## src/rtl/wb_stage.sv

```systemverilog
// wb_stage: MIPS writeback stage. Registers the MEM/WB boundary, aligns and
// extends load data, selects the writeback result and owns the architectural
// HI/LO pair.
//
// Pipeline control: i_con_validM marks a real instruction in M. The W register
// captures M whenever it is neither stalled nor flushed. Flush beats stall and
// inserts a bubble. A W-stage instruction with validW=1 is retired on the first
// edge at which the stage is not stalled. That rule makes the HI/LO commit
// happen exactly once.
module wb_stage #(
  parameter int DATA_W    = 32,
  parameter int REGADDR_W = 5,
  parameter bit HILO_EN   = 1'b1
) (
  input  logic                 i_clk,
  input  logic                 i_rst,
  input  logic                 i_con_stallW,
  input  logic                 i_con_flushW,
  input  logic                 i_con_validM,
  input  logic [DATA_W-1:0]    i_data_aluresM,
  input  logic [DATA_W-1:0]    i_data_readM,
  input  logic [1:0]           i_data_addrloM,
  input  logic [1:0]           i_con_ldsizeM,
  input  logic                 i_con_ldsignM,
  input  logic [1:0]           i_con_resselM,
  input  logic                 i_con_regwriteM,
  input  logic [REGADDR_W-1:0] i_addr_writeregM,
  input  logic                 i_con_hilowriteM,
  input  logic [DATA_W-1:0]    i_data_hiM,
  input  logic [DATA_W-1:0]    i_data_loM,
  output logic [DATA_W-1:0]    o_data_resultW,
  output logic [REGADDR_W-1:0] o_addr_writeregW,
  output logic                 o_con_regwriteW,
  output logic                 o_con_validW,
  output logic [DATA_W-1:0]    o_data_hi,
  output logic [DATA_W-1:0]    o_data_lo
);

  // Load lane extraction is written for a 32-bit word only.
  if (DATA_W != 32) begin : g_bad_width
    $error("wb_stage: DATA_W must be 32");
  end

  // W register fields
  logic                 valid_q, valid_d;
  logic [DATA_W-1:0]    alures_q, alures_d;
  logic [DATA_W-1:0]    read_q, read_d;
  logic [1:0]           addrlo_q, addrlo_d;
  logic [1:0]           ldsize_q, ldsize_d;
  logic                 ldsign_q, ldsign_d;
  logic [1:0]           ressel_q, ressel_d;
  logic                 regwrite_q, regwrite_d;
  logic [REGADDR_W-1:0] writereg_q, writereg_d;
  logic                 hilowrite_q, hilowrite_d;
  logic [DATA_W-1:0]    hin_q, hin_d;
  logic [DATA_W-1:0]    lin_q, lin_d;

  // Architectural HI/LO
  logic [DATA_W-1:0]    hi_q, hi_d;
  logic [DATA_W-1:0]    lo_q, lo_d;

  logic                 commit;
  logic [DATA_W-1:0]    load_val;

  // Next-state for the W register: flush > stall (hold) > capture.
  always_comb begin
    valid_d     = valid_q;
    alures_d    = alures_q;
    read_d      = read_q;
    addrlo_d    = addrlo_q;
    ldsize_d    = ldsize_q;
    ldsign_d    = ldsign_q;
    ressel_d    = ressel_q;
    regwrite_d  = regwrite_q;
    writereg_d  = writereg_q;
    hilowrite_d = hilowrite_q;
    hin_d       = hin_q;
    lin_d       = lin_q;
    if (i_con_flushW) begin
      valid_d     = 1'b0;
      alures_d    = '0;
      read_d      = '0;
      addrlo_d    = '0;
      ldsize_d    = '0;
      ldsign_d    = 1'b0;
      ressel_d    = '0;
      regwrite_d  = 1'b0;
      writereg_d  = '0;
      hilowrite_d = 1'b0;
      hin_d       = '0;
      lin_d       = '0;
    end else if (!i_con_stallW) begin
      valid_d     = i_con_validM;
      alures_d    = i_data_aluresM;
      read_d      = i_data_readM;
      addrlo_d    = i_data_addrloM;
      ldsize_d    = i_con_ldsizeM;
      ldsign_d    = i_con_ldsignM;
      ressel_d    = i_con_resselM;
      regwrite_d  = i_con_regwriteM;
      writereg_d  = i_addr_writeregM;
      hilowrite_d = i_con_hilowriteM;
      hin_d       = i_data_hiM;
      lin_d       = i_data_loM;
    end
  end

  // HI/LO commit when the W instruction retires; a concurrent flush does not block it.
  always_comb begin
    commit = valid_q & hilowrite_q & ~i_con_stallW;
    hi_d   = hi_q;
    lo_d   = lo_q;
    if (!HILO_EN) begin
      hi_d = '0;
      lo_d = '0;
    end else if (commit) begin
      hi_d = hin_q;
      lo_d = lin_q;
    end
  end

  // State registers with synchronous reset.
  always_ff @(posedge i_clk) begin
    if (i_rst) begin
      valid_q     <= 1'b0;
      alures_q    <= '0;
      read_q      <= '0;
      addrlo_q    <= '0;
      ldsize_q    <= '0;
      ldsign_q    <= 1'b0;
      ressel_q    <= '0;
      regwrite_q  <= 1'b0;
      writereg_q  <= '0;
      hilowrite_q <= 1'b0;
      hin_q       <= '0;
      lin_q       <= '0;
      hi_q        <= '0;
      lo_q        <= '0;
    end else begin
      valid_q     <= valid_d;
      alures_q    <= alures_d;
      read_q      <= read_d;
      addrlo_q    <= addrlo_d;
      ldsize_q    <= ldsize_d;
      ldsign_q    <= ldsign_d;
      ressel_q    <= ressel_d;
      regwrite_q  <= regwrite_d;
      writereg_q  <= writereg_d;
      hilowrite_q <= hilowrite_d;
      hin_q       <= hin_d;
      lin_q       <= lin_d;
      hi_q        <= hi_d;
      lo_q        <= lo_d;
    end
  end

  // Little-endian load lane selection and sign/zero extension.
  always_comb begin
    load_val = read_q;
    case (ldsize_q)
      2'b01: begin
        if (addrlo_q[1]) load_val = {{16{ldsign_q & read_q[31]}}, read_q[31:16]};
        else             load_val = {{16{ldsign_q & read_q[15]}}, read_q[15:0]};
      end
      2'b10: begin
        case (addrlo_q)
          2'd0:    load_val = {{24{ldsign_q & read_q[7]}},  read_q[7:0]};
          2'd1:    load_val = {{24{ldsign_q & read_q[15]}}, read_q[15:8]};
          2'd2:    load_val = {{24{ldsign_q & read_q[23]}}, read_q[23:16]};
          default: load_val = {{24{ldsign_q & read_q[31]}}, read_q[31:24]};
        endcase
      end
      default: load_val = read_q;
    endcase
  end

  // Writeback result mux and qualified write enable.
  always_comb begin
    case (ressel_q)
      2'b00:   o_data_resultW = alures_q;
      2'b01:   o_data_resultW = load_val;
      2'b10:   o_data_resultW = hi_q;
      default: o_data_resultW = lo_q;
    endcase
    o_con_regwriteW = valid_q & regwrite_q & (writereg_q != '0);
  end

  assign o_addr_writeregW = writereg_q;
  assign o_con_validW     = valid_q;
  assign o_data_hi        = hi_q;
  assign o_data_lo        = lo_q;

endmodule

```

## config.mk

```make
export PLATFORM = sky130hd
export DESIGN_NAME = wb_stage
export DESIGN_NICKNAME = d
export VERILOG_FILES = /design/src/rtl/wb_stage.sv
export SDC_FILE = /design/constraint.sdc
export NUM_CORES = 1
export LEC_CHECK = 0
export ABC_AREA = 0
export BUFFER_PORTS_ARGS = -buffer_cell sky130_fd_sc_hd__buf_2
export CAP_MARGIN = 25
export CORE_AREA = 5 5 140 142
export DETAILED_ROUTE_END_ITERATION = 6
export DIE_AREA = 0 0 145 147
export GPL_ROUTABILITY_DRIVEN = 0
export HOLD_SLACK_MARGIN = 0.06
export PLACE_DENSITY = 0.73
export SETUP_SLACK_MARGIN = 0.1
export SYNTH_ARGS = -nofsm -noshare
export SYNTH_HDL_FRONTEND = slang
export SYNTH_SLANG_ARGS = --single-unit
```

## constraint.sdc

```tcl
create_clock -name i_clk -period 3.2 [get_ports i_clk]
set_input_delay 0.64 -clock i_clk [delete_from_list [all_inputs] [get_ports i_clk]]
set_output_delay 0.64 -clock i_clk [all_outputs]
set_load 0.05 [all_outputs]
```

==> results_dict.tcl <==
set metrics [dict create \
    outcome "finished clean" \
    rows 50 \
    cts_hold_buf 0 \
    setup_viol 0 \
    startpoint_type "flip-flop" \
    synth_top_cell_by_area "dfxtp_1" \
    yosysWarnings 0 \
    grt_busiest_layer "met2" \
    hold_viol 0 \
    vias 7957 \
    internal_power_mw 4.78 \
    p_comb_share_pct 9.2 \
    rsz0062_at_grt "yes" \
    critPathLaunch "ldsize_q[0]" \
    required_ns 2.56 \
    clk_path_buf_depth 3 \
    post_route_cells_drive_above_1_share_pct 29.3 \
    vias_per_cell 5.43 \
    grtUsageMet3_pct 7.34 \
    wire_per_inst_um 19.6 \
    multiInputGateArea_sq_um 4370 \
    overflow 0 \
    dieHeight_um 147 \
    synth_seq_cells 207 \
    coreArea_sq_um 18300 \
    grt_pass1_wl_um 43400 \
    ir_worst_vdd_mv 0.521 \
    reg2reg_slack_ns 1.27 \
    cts_made_buffers 22 \
    hp-class "in2reg" \
    worst_hold_startpoint "i_data_hiM[2]" \
    synth_edf_count 0 \
    nets 1364 \
    h-tree-depth 1 \
    fin_area_sq_um 11200 \
    dr.pass1.iters 5 \
    power_density_nw_per_um2 556 \
    placed_area_sq_um 10300 \
    max_slew.worst_pin.slew_ns 1.02 \
    clk-insertion-delay-late_ns 0.52 \
    die_area_sq_um 21300 \
    maxCapViolCount 0 \
    cp_data_arrival_time_ns 2.40 \
    grt_pass1_vias 7652 \
    fill_cells 1599 \
    synthTopCellsByCount "dfxtp_1 (207), nand2_1 (150), mux2i_1 (149), nor2_1 (149), a21oi_1 (71)" \
    p_leak_nw 4.98 \
    die_x_um 145 \
    synthCells 1000 \
    slew_viol_final 0 \
    post-dp-hpwl_um 20600 \
    setup_tns_ns 0 \
    yosys.area.top_type_share_pct 46.7 \
    power.share.clock_pct 47.9 \
    synth_flop_cell "dfxtp_1" \
    pwr-share-seq_pct 42.9 \
    use_met2_pct 39.6 \
    drt_iter0_drc 541 \
    start_util_pct 48.5 \
    worstSetupPathType "reg2out" \
    regArea_sq_um 4150 \
    grt.met1_usage_pct 33.4 \
    finalCritPeriodShare_pct 95.0 \
    crit_fanout 5 \
    r2r_start "o_con_validW" \
    async_flop_share_pct 0 \
    ant_nets 0 \
    io_buffers 249 \
    syn_area_sq_um 8880 \
    p_sw_share_pct 23.5 \
    root_buffer "clkbuf_16" \
    avgSynthCellArea_sq_um 8.88 \
    grt_usage_pct 25.4 \
    period_minus_slack_ns 3.04 \
    n_antenna_cell 0 \
    syn-num-nets 1149 \
    tritoncts "yes" \
    syn_to_final_growth_pct 26.6 \
    power.switching_mw 1.47 \
    drc 0 \
    antenna_found_initial 4 \
    yosysMostFrequentCell "dfxtp_1" \
    endpoint_kind "output port" \
    io_pins 250 \
    ys_seq_area_share_pct 46.7 \
    maxSlewHeadroom_pct 31.8 \
    numClockSinks 207 \
    finClkSkew_ns 0.0228 \
    drt_wl_total_um 28700 \
    synthTopCellsByArea "dfxtp_1 (47%), mux2i_1 (17%), nand2_1 (6.3%)" \
    grt_max_degree 140 \
    fmax_mhz 329 \
    yosysUniqueCellTypes 37 \
    path_clk_slew_ns 0.06 \
]
## layout make-up
type,count,area share (%)
Tap cell,234,2.60
Timing Repair Buffer,271,13.6
Inverter,11,0.367
Sequential cell,207,36.9
Clock buffer,26,5.30
Multi-Input combinational cell,702,38.9
Clock inverter,14,2.38
## registers in the layout, indices dropped and copies added (netlist names)
| name | flops |
|---|---|
| regwrite_q | 1 |
| o_addr_writeregW | 5 |
| addrlo_q | 2 |
| o_con_validW | 1 |
| ressel_q | 2 |
| ldsign_q | 1 |
| hin_q | 32 |
| lin_q | 32 |
| o_data_lo | 32 |
| ldsize_q | 2 |
| read_q | 32 |
| o_data_hi | 32 |
| hilowrite_q | 1 |
| alures_q | 32 |
## routing by layer
metal	vias up	wire length, um
met2	344	13100
met5	-	55
met4	8	1150
met3	66	2540
li1	3833	-
met1	3706	11900
## final timing paths
check / cells after the start / to
min: 3 / hin_q[2]
max: 9 / o_data_resultW[8]
max reg2reg: 5 / o_data_hi[2]
min reg2reg: 2 / o_data_lo[23]
## placed cells by master, fill, tap and decap left out, types with 4 or more instances in the layout
cell       instances
nor2_1           148
a221oi_1          13
o221a_2            6
buf_12             5
nand2b_1          23
clkbuf_8           4
o211ai_1           6
o21ai_2            9
a221o_1            8
buf_6              4
clkbuf_16         23
dfxtp_1          204
o21ai_0           57
bufinv_16          7
buf_4             16
inv_1             11
mux2_2            17
buf_2            244
mux2i_1          149
nand2_1          150
a21oi_1           71
nor2b_1           17
## cells by family (layout without fill, tap and decap cells)
family	count (synthesis)	in the layout	share of synthesized area [%]
multiplexers	168	168	19.3
flip-flops	207	207	46.7
adder cells (fa/ha/maj)	2	2	0.282
AND/OR/NAND/NOR	350	350	16.3
AO/OA/AOI/OAI	182	182	13.2
buffers and inverters	91	322	4.37
## power by group through the flow
stage / Combinational, mW / Clock (mW) / Sequential [mW]
6_report: 0.575 / 2.99 / 2.68
5_1_grt: 0.618 / 3.15 / 2.69
4_1_cts: 0.568 / 3.03 / 2.68
3_5_place_dp: 0.558 / 0 / 2.74
3_3_place_gp: 0.554 / 0 / 2.74
2_1_floorplan: 0.363 / 0 / 2.73
## through the flow
| step | std cells | setup slack [ns] | hold WS (ns) | util (%) | power [mW] |
|---|---|---|---|---|---|
| 2_1_floorplan | 1000 | 0.144 | 0.432 | - | 3.09 |
| 3_3_place_gp | 1419 | 0.495 | 0.435 | 56.0 | 3.29 |
| 3_5_place_dp | 1419 | 0.458 | 0.442 | 56.0 | 3.30 |
| 4_1_cts | 1464 | 0.0713 | 0.338 | 61.1 | 6.28 |
| 5_1_grt | 1465 | 0.0901 | 0.350 | 61.4 | 6.45 |
| 6_report | 1465 | 0.161 | 0.353 | 61.4 | 6.25 |
## worst max-delay path, stage by stage, from the launching register on
cell	delay, ns
dfxtp_2	0.34
inv_1	0.05
ha_2	0.19
and3b_1	0.19
a221oi_4	0.32
buf_6	0.17
buf_4	0.11
a221oi_2	0.04
a221o_1	0.32
buf_6	0.17
## timing repair
item / in CTS / in global routing
resized for setup: 5 / 12
pin swaps: 2 / 1
cloned: 1 / 1
endpoints found under the setup margin: 31 / 30
setup buffers: 4 / 0
endpoints found under the hold margin: 0 / 0
Power figures use the tool's default switching activity.
